$ cat src/rtl/vga_layer_compositor.sv
// Two-stage VGA layer compositor with frame-synchronous layer enables.
// Also provides frame counting and a free-running movement divider.
module vga_layer_compositor #(
  parameter int                    N_LAYERS     = 4,
  parameter logic [11:0]           KEY_COLOR    = 12'hFFF,
  parameter logic [11:0]           BG_COLOR     = 12'hFFF,
  parameter logic [N_LAYERS-1:0]   EN_INIT      = '1,
  parameter int                    MOVE_DIV_BIT = 19
) (
  input  logic                     ClkPort,
  input  logic                     Reset,
  input  logic                     hSync_in,
  input  logic                     vSync_in,
  input  logic                     bright_in,
  input  logic [9:0]               hc_in,
  input  logic [9:0]               vc_in,
  input  logic [12*N_LAYERS-1:0]   layer_rgb,
  input  logic [N_LAYERS-1:0]      layer_en_req,
  output logic                     hSync,
  output logic                     vSync,
  output logic                     bright,
  output logic [9:0]               hc,
  output logic [9:0]               vc,
  output logic [3:0]               vgaR,
  output logic [3:0]               vgaG,
  output logic [3:0]               vgaB,
  output logic [2:0]               hit_layer,
  output logic                     hit,
  output logic [N_LAYERS-1:0]      layer_en_active,
  output logic [15:0]              frame_count,
  output logic                     move_clk,
  output logic                     move_tick
);

  logic                   s1_hs;
  logic                   s1_vs;
  logic                   s1_br;
  logic [9:0]             s1_hc;
  logic [9:0]             s1_vc;
  logic [12*N_LAYERS-1:0] s1_rgb;

  logic                   win_found;
  logic [2:0]             win_idx;
  logic [11:0]            win_rgb;
  logic                   frame_start;

  logic [MOVE_DIV_BIT:0]  div_cnt;

  // Stage 1: capture raw timing and layer colours; syncs idle high.
  always_ff @(posedge ClkPort or posedge Reset) begin
    if (Reset) begin
      s1_hs  <= 1'b1;
      s1_vs  <= 1'b1;
      s1_br  <= 1'b0;
      s1_hc  <= '0;
      s1_vc  <= '0;
      s1_rgb <= '0;
    end else begin
      s1_hs  <= hSync_in;
      s1_vs  <= vSync_in;
      s1_br  <= bright_in;
      s1_hc  <= hc_in;
      s1_vc  <= vc_in;
      s1_rgb <= layer_rgb;
    end
  end

  // Priority select: the highest enabled, non-transparent layer wins.
  always_comb begin
    win_found = 1'b0;
    win_idx   = 3'd0;
    win_rgb   = BG_COLOR;
    for (int i = 0; i < N_LAYERS; i++) begin
      if (layer_en_active[i] && (s1_rgb[12*i +: 12] != KEY_COLOR)) begin
        win_found = 1'b1;
        win_idx   = 3'(i);
        win_rgb   = s1_rgb[12*i +: 12];
      end
    end
  end

  // Stage 2: aligned timing plus composited colour, blanked outside video.
  always_ff @(posedge ClkPort or posedge Reset) begin
    if (Reset) begin
      hSync              <= 1'b1;
      vSync              <= 1'b1;
      bright             <= 1'b0;
      hc                 <= '0;
      vc                 <= '0;
      {vgaR, vgaG, vgaB} <= '0;
      hit                <= 1'b0;
      hit_layer          <= '0;
    end else begin
      hSync              <= s1_hs;
      vSync              <= s1_vs;
      bright             <= s1_br;
      hc                 <= s1_hc;
      vc                 <= s1_vc;
      {vgaR, vgaG, vgaB} <= s1_br ? win_rgb : 12'h000;
      hit                <= win_found;
      hit_layer          <= win_idx;
    end
  end

  // vSync holds the previous registered vSync_in, so this is its falling edge.
  assign frame_start = vSync & ~s1_vs;

  // Frame-synchronous enable mask and frame counter.
  always_ff @(posedge ClkPort or posedge Reset) begin
    if (Reset) begin
      layer_en_active <= EN_INIT;
      frame_count     <= '0;
    end else if (frame_start) begin
      layer_en_active <= layer_en_req;
      frame_count     <= frame_count + 16'd1;
    end
  end

  // Free-running divider; tick follows the all-ones count by one cycle.
  always_ff @(posedge ClkPort or posedge Reset) begin
    if (Reset) begin
      div_cnt   <= '0;
      move_tick <= 1'b0;
    end else begin
      div_cnt   <= div_cnt + 1'b1;
      move_tick <= &div_cnt;
    end
  end

  assign move_clk = div_cnt[MOVE_DIV_BIT];

endmodule

$ cat config.mk
export PLATFORM = sky130hd
export DESIGN_NAME = vga_layer_compositor
export DESIGN_NICKNAME = d
export VERILOG_FILES = /design/src/rtl/vga_layer_compositor.sv
export SDC_FILE = /design/constraint.sdc
export NUM_CORES = 1
export LEC_CHECK = 0
export BUFFER_PORTS_ARGS = -buffer_cell sky130_fd_sc_hd__buf_2
export CORE_UTILIZATION = 45
export DETAILED_ROUTE_END_ITERATION = 10
export HOLD_SLACK_MARGIN = 0.03
export PLACE_DENSITY = 0.74
export SLEW_MARGIN = 30
export SYNTH_ARGS = -nofsm -noshare
export SYNTH_HDL_FRONTEND = slang
export SYNTH_SLANG_ARGS = --single-unit
$ cat constraint.sdc
create_clock -name ClkPort -period 13.4 [get_ports ClkPort]
set_input_delay 0.67 -clock ClkPort [delete_from_list [all_inputs] [get_ports ClkPort]]
set_output_delay 0.67 -clock ClkPort [all_outputs]
set_load 0.05 [all_outputs]
==> flow_metrics.tcl <==
set metrics [dict create \
    yosysTopAreaCellShare_pct 70.5 \
    r2r_cells 5 \
    clkLatencyLatePin_ns 0.52 \
    worst_pin_slew_ns 0.838 \
    grt_usage_pct 18.4 \
    synth-seq-area-share_pct 74.6 \
    syn-num-nets 416 \
    ctsResizeCount 0 \
    slew_headroom_pct 44.2 \
    synth_cells 337 \
    crit_required_ns 12.73 \
    critPathKind "reg2out" \
    peakVddDrop_v 0.000148 \
    met1_usage_pct 23.6 \
    setup_tns_ns 0 \
    core_mm2 0.0109 \
    drive_gt1_share_pct 37.8 \
    critPathSlowestCell "dfstp_2" \
    synth_common_cells "142 x dfrtp_1, 19 x xnor2_1, 18 x nand4_1" \
    synth_area_leader_cell "dfrtp_1" \
    rsz0062_at_grt "false" \
    fmax_ghz 0.461 \
    finalHoldViolCount 0 \
    grt_overflow 0 \
    ys_ff_latch 150 \
    drt_iter0_drc 93 \
    numCtsBuffers 17 \
    grt_pass1_wl_mm 15.5 \
    yosysMostFrequentCell "dfrtp_1" \
    postCtsSetupBuffers 0 \
    synth_area_mm2 0.00504 \
    gp_congestion 0.750 \
    fin_crit_ns 2.17 \
    ctsHoldBuffers 0 \
    cts_root_buf "clkbuf_8" \
    status "finished clean" \
    die_h_um 108 \
    multiInputGateArea_mm2 0.00120 \
    cp.depth 1 \
    fin_nets 564 \
    initial_core_util_pct 46.3 \
    drc 0 \
    fin_skew_ns 0.00748 \
    ys_async_sr_fraction_pct 100 \
    setup_viol 0 \
    cts_max_path_buffers 2 \
    synth_edf_count 0 \
    worstSetupEndpointType "output port" \
    period_share_pct 16.2 \
    worstPathMaxFanout 13 \
    die_w_um 108 \
    antenna_found_initial 0 \
    via_count 3081 \
    path_delay_family "flip-flops" \
    die_area_mm2 0.0116 \
    ys_types 35 \
    post-place-cells 605 \
    p_per_area_mw_per_mm2 179 \
    cts.sinks 150 \
    p_total_mw 1.17 \
    hold_class "in2async" \
    layout.area.seq_mm2 0.00376 \
    cts_tree "built" \
    critPathArrivalTime_ns 1.50 \
    maxCapViolCount 0 \
    ioPinCount 138 \
    ys_warn_count 0 \
    nFillCells 871 \
    grt_pass1_vias 3134 \
    p_leak_nw 3.15 \
    viasPerCell 4.83 \
    synth_area_per_cell_um2 15.0 \
    grt_max_degree 93 \
    io_buffers 136 \
    fin_util_pct 59.9 \
    dpl.hpwl_mm 7.11 \
    met3_usage_pct 7.20 \
    grt_util_met2_pct 28.5 \
    firstDrtPassIters 4 \
    crit_buf_inv 1 \
    crit_path_start_kind "register" \
    rows 38 \
    critical_path.cell_chain "buf_2" \
    busiest_layer "met2" \
    cpPeakStageDelay_ns 0.67 \
    num_antenna_cells 0 \
    clk_pin_slew_ns 0.06 \
    slew_viol_final 0 \
    htreeDepth 4 \
    drt_wl_total_mm 9.81 \
    synth.area.top_cells "dfrtp_1 70%, dfstp_2 4.2%, xnor2_1 3.3%, xor2_1 2.4%, nand4_1 2.2%" \
    ant_nets 0 \
    synth_flop_cell "dfrtp_1" \
    area_growth_pct 29.3 \
    routedWlPerCell_um 15.4 \
    finalNonFillerCells 638 \
]
## state kept, by name, summed over array words and instances (netlist names), 2 cells and up
signal	flops
frame_count	16
vgaG	4
vgaR	4
vc	10
div_cnt	20
s1_vc	10
hit_layer	2
s1_rgb	48
layer_en_active	4
hc	10
s1_hc	10
vgaB	4
## path summary, 6_finish.rpt
kind	startpoint	to	slack, ns
max reg2reg	s1_rgb[17]	vgaB[2]	11.38
max	layer_en_active[3]	layer_en_active[3]	11.23
min	Reset	s1_vc[0]	0.20
max in group asynchronous	Reset	s1_rgb[34]	12.02
min in group ClkPort	hSync_in	s1_hs	0.25
min reg2reg	s1_vc[6]	vc[6]	0.35
## final cells by class
class | count | area share (%)
Clock buffer | 18 | 6.41
Clock inverter | 14 | 3.42
Inverter | 10 | 0.652
Multi-Input combinational cell | 168 | 18.4
Sequential cell | 150 | 57.7
Tap cell | 140 | 2.69
Timing Repair Buffer | 138 | 10.7
## routing by layer
| metal | up-vias | share of wire (%) |
|---|---|---|
| li1 | 1458 | - |
| met1 | 1519 | 43 |
| met2 | 93 | 50 |
| met3 | 11 | 6.6 |
| met4 | 0 | 0.98 |
| met5 | - | 0 |
## where the power goes
group	internal, mW	switching (mW)
clock network	0.324	0.180
logic	0.0426	0.112
registers	0.485	0.0212
## through the flow
step / instance area [um2] / setup slack, ns / hold WS [ns]
finish: 6520 / 11.23 / 0.199
global route: 6520 / 11.15 / 0.219
CTS: 6510 / 11.21 / 0.203
detailed placement: 5870 / 11.26 / 0.335
global placement: 5870 / 11.16 / 0.331
floorplan: 5040 / 8.71 / 0.331
## layout by cell type, fill, tap and decap left out, types with 4 or more instances in the layout
| cell | synthesis | final |
|---|---|---|
| dfstp_2 | 8 | 8 |
| nand3_1 | 10 | 10 |
| mux2_2 | 4 | 4 |
| a21oi_1 | 10 | 10 |
| clkbuf_16 | 0 | 16 |
| nand2_1 | 13 | 13 |
| nor3_1 | 8 | 8 |
| inv_6 | 0 | 5 |
| bufinv_16 | 0 | 5 |
| xnor2_1 | 19 | 19 |
| xor2_1 | 14 | 14 |
| and3_1 | 5 | 5 |
| buf_2 | 0 | 136 |
| o311ai_0 | 10 | 10 |
| dfrtp_1 | 142 | 142 |
| nand2b_1 | 14 | 14 |
| inv_1 | 10 | 9 |
| mux2i_1 | 11 | 11 |
| nand4_1 | 18 | 18 |
| nor2_1 | 9 | 9 |
## worst reg2reg max path: stages (launching register included)
cell and delay, ns:
dfrtp_1 0.35, nand4_1 0.15, o31ai_4 0.78, a221oi_2 0.25, buf_4 0.23, a21oi_1 0.17
## cells by family (layout without fill, tap and decap cells)
group | after synthesis | count (layout) | synth area share, %
compound gates | 29 | 29 | 4.79
xor+xnor | 33 | 33 | 5.73
fa+ha+maj | 2 | 2 | 0.496
buf+inv | 19 | 180 | 1.64
flops | 150 | 150 | 74.6
mux | 15 | 15 | 3.08
other cells | 1 | 1 | 0.0744
simple gates | 88 | 88 | 9.58
No activity file was read; power rests on OpenSTA's default activity.
